`src/rtl/line_matrix_cfg_master.sv`:
```
// Line-matrix configuration initiator: turns route-write and clear commands into
// clk_pin / rstn / select sequences with fixed setup, strobe and hold timing.
module line_matrix_cfg_master #(
    parameter int unsigned SEL_W     = 4,
    parameter int unsigned SETUP_CYC = 4,
    parameter int unsigned HIGH_CYC  = 4,
    parameter int unsigned HOLD_CYC  = 4,
    parameter int unsigned CLR_CYC   = 8
) (
    input  logic             sys_clk,
    input  logic             rstn,
    input  logic             cmd_valid,
    output logic             cmd_ready,
    input  logic             cmd_clear,
    input  logic [SEL_W-1:0] cmd_in_sel,
    input  logic [SEL_W-1:0] cmd_out_sel,
    output logic             busy,
    output logic [15:0]      wr_count,
    output logic             lm_clk_pin,
    output logic             lm_rstn,
    output logic [SEL_W-1:0] lm_input_select,
    output logic [SEL_W-1:0] lm_output_select
);

    localparam logic [2:0] StIdle   = 3'd0;
    localparam logic [2:0] StSetup  = 3'd1;
    localparam logic [2:0] StStrobe = 3'd2;
    localparam logic [2:0] StHold   = 3'd3;
    localparam logic [2:0] StClear  = 3'd4;

    localparam int unsigned MaxSh  = (SETUP_CYC > HIGH_CYC) ? SETUP_CYC : HIGH_CYC;
    localparam int unsigned MaxHc  = (HOLD_CYC > CLR_CYC) ? HOLD_CYC : CLR_CYC;
    localparam int unsigned MaxCyc = (MaxSh > MaxHc) ? MaxSh : MaxHc;
    localparam int unsigned CntW   = (MaxCyc > 1) ? $clog2(MaxCyc) : 1;

    localparam logic [CntW-1:0] SetupLd = CntW'(SETUP_CYC - 1);
    localparam logic [CntW-1:0] HighLd  = CntW'(HIGH_CYC - 1);
    localparam logic [CntW-1:0] HoldLd  = CntW'(HOLD_CYC - 1);
    localparam logic [CntW-1:0] ClrLd   = CntW'(CLR_CYC - 1);

    if (SEL_W == 0 || SETUP_CYC == 0 || HIGH_CYC == 0 || HOLD_CYC == 0 || CLR_CYC == 0)
    begin : gen_bad_param
        $error("line_matrix_cfg_master: all parameters must be at least 1");
    end

    logic [2:0]       state_q, state_d;
    logic [CntW-1:0]  cnt_q, cnt_d;
    logic             clk_pin_q, clk_pin_d;
    logic             lm_rstn_q, lm_rstn_d;
    logic [SEL_W-1:0] in_sel_q, in_sel_d;
    logic [SEL_W-1:0] out_sel_q, out_sel_d;
    logic [15:0]      wr_count_q, wr_count_d;

    always_comb begin
        state_d    = state_q;
        cnt_d      = cnt_q;
        clk_pin_d  = clk_pin_q;
        lm_rstn_d  = lm_rstn_q;
        in_sel_d   = in_sel_q;
        out_sel_d  = out_sel_q;
        wr_count_d = wr_count_q;
        case (state_q)
            StIdle: begin
                if (cmd_valid) begin
                    if (cmd_clear) begin
                        state_d    = StClear;
                        cnt_d      = ClrLd;
                        lm_rstn_d  = 1'b0;
                        wr_count_d = 16'd0;
                    end else begin
                        state_d   = StSetup;
                        cnt_d     = SetupLd;
                        in_sel_d  = cmd_in_sel;
                        out_sel_d = cmd_out_sel;
                    end
                end
            end
            StSetup: begin
                if (cnt_q == '0) begin
                    state_d    = StStrobe;
                    cnt_d      = HighLd;
                    clk_pin_d  = 1'b1;
                    wr_count_d = wr_count_q + 16'd1;
                end else begin
                    cnt_d = cnt_q - 1'b1;
                end
            end
            StStrobe: begin
                if (cnt_q == '0) begin
                    state_d   = StHold;
                    cnt_d     = HoldLd;
                    clk_pin_d = 1'b0;
                end else begin
                    cnt_d = cnt_q - 1'b1;
                end
            end
            StHold: begin
                if (cnt_q == '0) begin
                    state_d = StIdle;
                end else begin
                    cnt_d = cnt_q - 1'b1;
                end
            end
            StClear: begin
                if (cnt_q == '0) begin
                    state_d   = StIdle;
                    lm_rstn_d = 1'b1;
                end else begin
                    cnt_d = cnt_q - 1'b1;
                end
            end
            default: begin
                // Unreachable encodings recover through a full clear.
                state_d    = StClear;
                cnt_d      = ClrLd;
                clk_pin_d  = 1'b0;
                lm_rstn_d  = 1'b0;
                wr_count_d = 16'd0;
            end
        endcase
    end

    always_ff @(posedge sys_clk or negedge rstn) begin
        if (!rstn) begin
            state_q    <= StClear;
            cnt_q      <= ClrLd;
            clk_pin_q  <= 1'b0;
            lm_rstn_q  <= 1'b0;
            in_sel_q   <= '0;
            out_sel_q  <= '0;
            wr_count_q <= 16'd0;
        end else begin
            state_q    <= state_d;
            cnt_q      <= cnt_d;
            clk_pin_q  <= clk_pin_d;
            lm_rstn_q  <= lm_rstn_d;
            in_sel_q   <= in_sel_d;
            out_sel_q  <= out_sel_d;
            wr_count_q <= wr_count_d;
        end
    end

    assign cmd_ready        = (state_q == StIdle);
    assign busy             = ~cmd_ready;
    assign wr_count         = wr_count_q;
    assign lm_clk_pin       = clk_pin_q;
    assign lm_rstn          = lm_rstn_q;
    assign lm_input_select  = in_sel_q;
    assign lm_output_select = out_sel_q;

endmodule
```
`config.mk`:
```
export PLATFORM = sky130hd
export DESIGN_NAME = line_matrix_cfg_master
export DESIGN_NICKNAME = d
export VERILOG_FILES = /design/src/rtl/line_matrix_cfg_master.sv
export SDC_FILE = /design/constraint.sdc
export NUM_CORES = 1
export LEC_CHECK = 0
export CORE_UTILIZATION = 35
export CTS_BUF_LIST = sky130_fd_sc_hd__clkbuf_16
export DETAILED_ROUTE_END_ITERATION = 8
export PLACE_DENSITY = 0.59
export SETUP_SLACK_MARGIN = 0.1
export SYNTH_ARGS = -nofsm -noshare
export SYNTH_HDL_FRONTEND = slang
export SYNTH_SLANG_ARGS = --single-unit
```
`constraint.sdc`:
```
create_clock -name sys_clk -period 1.7 [get_ports sys_clk]
set_clock_uncertainty 0.05 [all_clocks]
set_input_delay 0.34 -clock sys_clk [delete_from_list [all_inputs] [get_ports sys_clk]]
set_output_delay 0.34 -clock sys_clk [all_outputs]
set_load 0.005 [all_outputs]
```
# Word level (Yosys, flattened, before mapping)
# Cells that the tools add are included.
dict set report totals {
  output_inout_bits 28
  elab_cells 59
  register_bits 32
}
dict set report classes {
  addsub 2
  n_mux 21
  n_eq_ne 11
  n_reduce_logical 13
  bitwise_logic 5
}
# operator count
set ops {}
lappend ops {{16-bit two-way mux} 3}
lappend ops {{16-bit one-hot mux with 3 select lines} 1}
lappend ops {{3-bit two-way mux} 9}
lappend ops {{16-bit by 1-bit adder with 16-bit output (second input constant)} 1}
lappend ops {{3-bit one-hot mux with 4 select lines} 1}
lappend ops {{4-bit AND reduction} 3}
lappend ops {{2-bit != test (second input constant)} 5}
lappend ops {{3-bit one-hot mux with 3 select lines} 1}
lappend ops {{3-bit OR reduction} 3}
lappend ops {{3-bit by 2-bit equality test with 1-bit output (second input constant)} 2}
lappend ops {{3-bit zero test} 2}
lappend ops {{1-bit one-hot mux with 3 select lines} 2}
lappend ops {{3-bit AND reduction} 2}
lappend ops {{1-bit inverter} 5}
lappend ops {{1-bit two-way mux} 4}
lappend ops {{2-bit by 1-bit != test with 1-bit output (second input constant)} 2}
lappend ops {{2-bit OR reduction} 2}
lappend ops {{3-bit by 1-bit equality test with 1-bit output (second input constant)} 1}
lappend ops {{3-bit equality test (second input constant)} 1}
lappend ops {{3-bit by 1-bit subtractor with 3-bit output (second input constant)} 1}
lappend ops {{2-bit AND reduction} 1}

# Logic depth before layout (Yosys ltp)
dict set report depth {
  ltp_word 4
  ltp_mapped 9
  depth_no_buf 7
}

# Worst setup path before layout
# No wires, ideal clock.
dict set report synth_timing {
  kind {reg2reg}
  start {register cnt_q[0]}
  end {register cnt_q[2]}
  setup_slack_ns -0.137
  t_required_ns 1.571
  t_arrival_ns 1.707
  setup_time_ns 0.079
  n_path_buf 1
  stages_incl_launch_ff 9
  path_cell_list {dfstp_2 inv_1 ha_1 nor2b_1 buf_4 a31oi_1 o21a_1 o21ai_0 a22o_1}
}
dict set report synth_between {
  elab_chain_cells 3
  word_cells_on_any_way 7
  classes_between {add/sub: 1; eq/ne: 1; mux: 3; reduce/logical: 2}
}
# element line_no
set synth_rtl {}
lappend synth_rtl {{start: declaration} 47} ;# logic [CntW-1:0] cnt_q, cnt_d;
lappend synth_rtl {{start signal: assignment} 126} ;# cnt_q <= ClrLd;
lappend synth_rtl {{start signal: assignment} 134} ;# cnt_q <= cnt_d;
lappend synth_rtl {{3-bit by 1-bit subtractor with 3-bit output / 3-bit zero test (equally long branches)} --}
lappend synth_rtl {{3-bit two-way mux, or another cell as far along} {98, 105}}
lappend synth_rtl {{3-bit one-hot mux with 3 select lines / 2-bit AND reduction (equally long branches)} --}
# Parallel ways exist; a longest one is shown, timed or not. The select of a mux whose other input is x is not followed.
# A chain may end at the register's enable or synchronous reset.

# Final worst setup path
dict set report layout_timing {
  start {register cnt_q[0]}
  end {register wr_count_q[3], in the netlist wr_count[3]}
}
dict set report layout_between {
  elab_chain_cells 3
}
# element line_no
set layout_rtl {}
lappend layout_rtl {{3-bit zero test} 79} ;# if (cnt_q == '0) begin
lappend layout_rtl {{2-bit != test (no source line)} --}
lappend layout_rtl {{4-bit AND reduction (no source line)} --}
lappend layout_rtl {{end signal: assignment} 139} ;# wr_count_q <= wr_count_d;
lappend layout_rtl {{end: declaration} 52} ;# logic [15:0] wr_count_q, wr_count_d;
# No other way between the ends.

==> key figures <==
Outcome
  • Status: finished clean

Finish
  • Fin cells: about 340
  • Nets: roughly 280
  • Area Growth Syn to Fin: 70.2%
  • Ant diodes: 0
  • Proportion of layout cells with a drive suffix above 1: 44.0%

Placement
  • HPWL Detailed: slightly below 3000 um
  • Final Wtd Congestion: roughly 0.80
  • Placed cells: a little over 300
  • Port bufs: 39

Global route
  • Global-route wire length before repair: approximately 7400 um
  • Initial antenna violation count: 0
  • Largest net degree at the start of global routing: 24
  • Total track usage: between 10% and 20%
  • Vias in the first global route: 1,610
  • Grt ovf: 0

Hold path
  • Hold/Removal Path Class: in2async

Route
  • DR vias/cell: a little over 5
  • Vias: 1,739
  • DRT Wirelength: around 4600 um
  • Post-route ant nets: 0
  • DRT Pass-1 Iters: 4
  • Avg WL per Cell: 13.8 um
  • # DRC: 0
  • Starting DRC count in detailed routing: 76

CTS
  • Clock buffer depth: 2
  • Root Driver: clkbuf_16
  • CTS tree: done
  • Total CTS buffers: 5
  • CTS HTree Levels: 2
  • Worst skew pair latency: 280 ps
  • TritonCTS Sinks: 32
  • Post-CTS Hold Fix Bufs: 0
  • CTS clock-pin slew for the worst setup and hold paths: 50 ps

Setup path
  • Critical path's largest stage delay: around 530 ps
  • Critical path peak fanout: 5
  • CP Launch Type: register
  • WP buf/inv: 1
  • Crit. End Element: register
  • Critical-path cell list: inv_2, ha_4, nor2b_4, a32oi_4, o21a_4, o21ai_1, o31ai_1
  • CP delay by family, top: compound AO/OA/AOI/OAI gates
  • Worst Path Arrival: approximately 1800 ps
  • Critical Path Slowest Stage Cell: dfstp_2
  • CP required: 1820 ps
  • Setup CP Type: reg2reg

Power and ir drop
  • VDD IR max: just over 0.9 mV
  • Power per standard cell area: between 1000 and 1500 mW/mm^2
  • LEAKAGE: between 1 and 1.5 nW
  • Tot Pwr: approximately 0.0037 W

Floorplan
  • Starting Density: 36.5%
  • Die height: 72.4 um
  • Die Area: 0.00524 sq mm
  • Row count: 25
  • # IOs: 40
  • Die width: approximately 72 um
  • Core ar.: 0.00475 sq mm

STA
  • Relative slew slack: between 70% and 80%
  • Endpoints failing setup: 0
  • Fmax: 590 MHz
  • Fin. Hold Viols: 0
  • Transition time of the tightest slew-check pin: 376 ps
  • Final Max Tran Viols: 0
  • RSZ-0062 raised after global routing: true
  • Min cycle time layout: 1690 ps
  • Final worst-path cycle share: around 100%

Synth
  • Post-synthesis sequential area ratio: 46.4%
  • Syn Inst Count: approximately 180
  • Synthesized flop and latch total: 32
  • Avg Cell Area, Syn: between 9 and 10 sq um
  • Netlist cell types: 46
  • Number of synthesis warnings: 0
  • Netlist Area Pre-Place: 0.00174 sq mm
  • Syn_nets: 194

Run
  • Max Cap Violations: 0
cell families (layout without fill, tap and decap cells):
logic type | after synthesis | in the layout | synth area share [%]
muxes | 8 | 8 | 5.19
AOI/OAI and AO/OA | 58 | 60 | 20.2
xor gates and xnor gates | 1 | 1 | 0.505
DFF | 32 | 32 | 46.4
adders and majority gates | 4 | 4 | 2.81
buffers and inverters | 14 | 101 | 3.97
and+or+nand+nor | 62 | 62 | 20.9
synth_stat cells (all sizes together):
cell type	n	area (sq um)
o21ai	29	145
dfrtp	28	701
nand2	16	70.1
nor2	15	66.3
nand3	13	77.6
mux2	8	90.1
a21oi	7	35.0
buf	7	42.5
inv	7	26.3
a31oi	5	31.3
o31ai	5	37.5
dfstp	4	105
ha	3	37.5
nand4	3	18.8
nor3	3	15.0
a22o	2	17.5
and2	2	15.0
and3	2	12.5
nand2b	2	20.0
nor2b	2	12.5
o21a	2	16.3
a21boi	1	7.51
a22oi	1	7.51
a32oi	1	8.76
maj3	1	11.3
nand3b	1	7.51
nor3b	1	18.8
nor4	1	21.3
o211ai	1	7.51
o221ai	1	8.76
o22a	1	8.76
o32a	1	10.0
o32ai	1	8.76
or4	1	7.51
xor2	1	8.76
through the flow:
stage / TNS [ps] / util, % / worst slack (ps) / hold WS [ps] / instance area, sq um
5_1_grt: -340 / 62.1 / -43.4 / 344 / 2950
3_3_place_gp: -2590 / 51.1 / -149 / 429 / 2430
2_1_floorplan: -439 / - / -63.3 / -5.59 / 1750
6_report: 0 / 62.1 / 5.88 / 336 / 2950
4_1_cts: -1.77 / 58.3 / -1.77 / 337 / 2770
3_5_place_dp: -2460 / 51.1 / -130 / 430 / 2430
what timing repair did:
| item | in CTS | in global routing |
|---|---|---|
| gates resized for setup | 54 | 33 |
| pin swaps | 24 | 18 |
| endpoints found under the setup margin | 34 | 27 |
| cloned | 2 | 0 |
| buffers inserted | 9 | 5 |
worst reg2reg max path: stages, from the launching register on:
cell	delay, ps
dfstp_2	530
inv_2	50
ha_4	150
nor2b_4	150
a32oi_4	260
o21a_4	250
o21ai_1	70
o31ai_1	70
cell type report:
cell class                      count  area, sq um
Fill cell                         430         1800
Multi-Input combinational cell    135         1080
Sequential cell                    32          810
Timing Repair Buffer               86          786
Clock buffer                        5          125
Tap cell                           67         83.8
Clock inverter                      3         38.8
Inverter                            7         26.3
registers in the layout, summed over array words and instances, names as in the netlist:
register          flops
lm_clk_pin            1
lm_output_select      4
state_q               3
wr_count             16
lm_input_select       4
cnt_q                 3
lm_rstn               1
layout by cell type, fill, tap and decap left out, types with 5 or more instances in the layout:
cell,instances
buf_4,34
a21oi_1,7
nand3_1,9
inv_1,5
nand2_1,10
mux2_2,8
o21ai_1,14
clkdlybuf4s50_1,24
nor2_1,11
clkbuf_16,5
dfrtp_1,25
buf_6,13
o21ai_2,12
dlygate4sd2_1,11
where the power goes:
| group | internal [W] | switching [W] | leakage, nW |
|---|---|---|---|
| Clock | 0.000682 | 0.000327 | 0.0850 |
| Sequential | 0.000991 | 0.000123 | 0.408 |
| Combinational | 0.000912 | 0.000669 | 0.879 |
worst paths after layout:
| kind | startpoint | slack (ps) | depth (start not counted) | to |
|---|---|---|---|---|
| max in group asynchronous | rstn | 950 | 2 | wr_count[7] |
| hold reg to reg | lm_input_select[2] | 460 | 1 | lm_input_select[2] |
| min in group sys_clk | lm_input_select[2] | 460 | 1 | lm_input_select[2] |
| setup / recovery | cnt_q[0] | 6 | 7 | wr_count[3] |
| setup reg to reg | cnt_q[0] | 6 | 7 | wr_count[3] |
| hold / removal | rstn | 340 | 2 | wr_count[4] |
metal layers:
layer	global-route usage [%]	routed length, um	vias up
li1	-	-	840
met1	23.2	2140	843
met2	30.2	2190	44
met3	5.42	197	12
met4	6.97	101	0
met5	0	0	-
(Power assumes the default switching activity.)
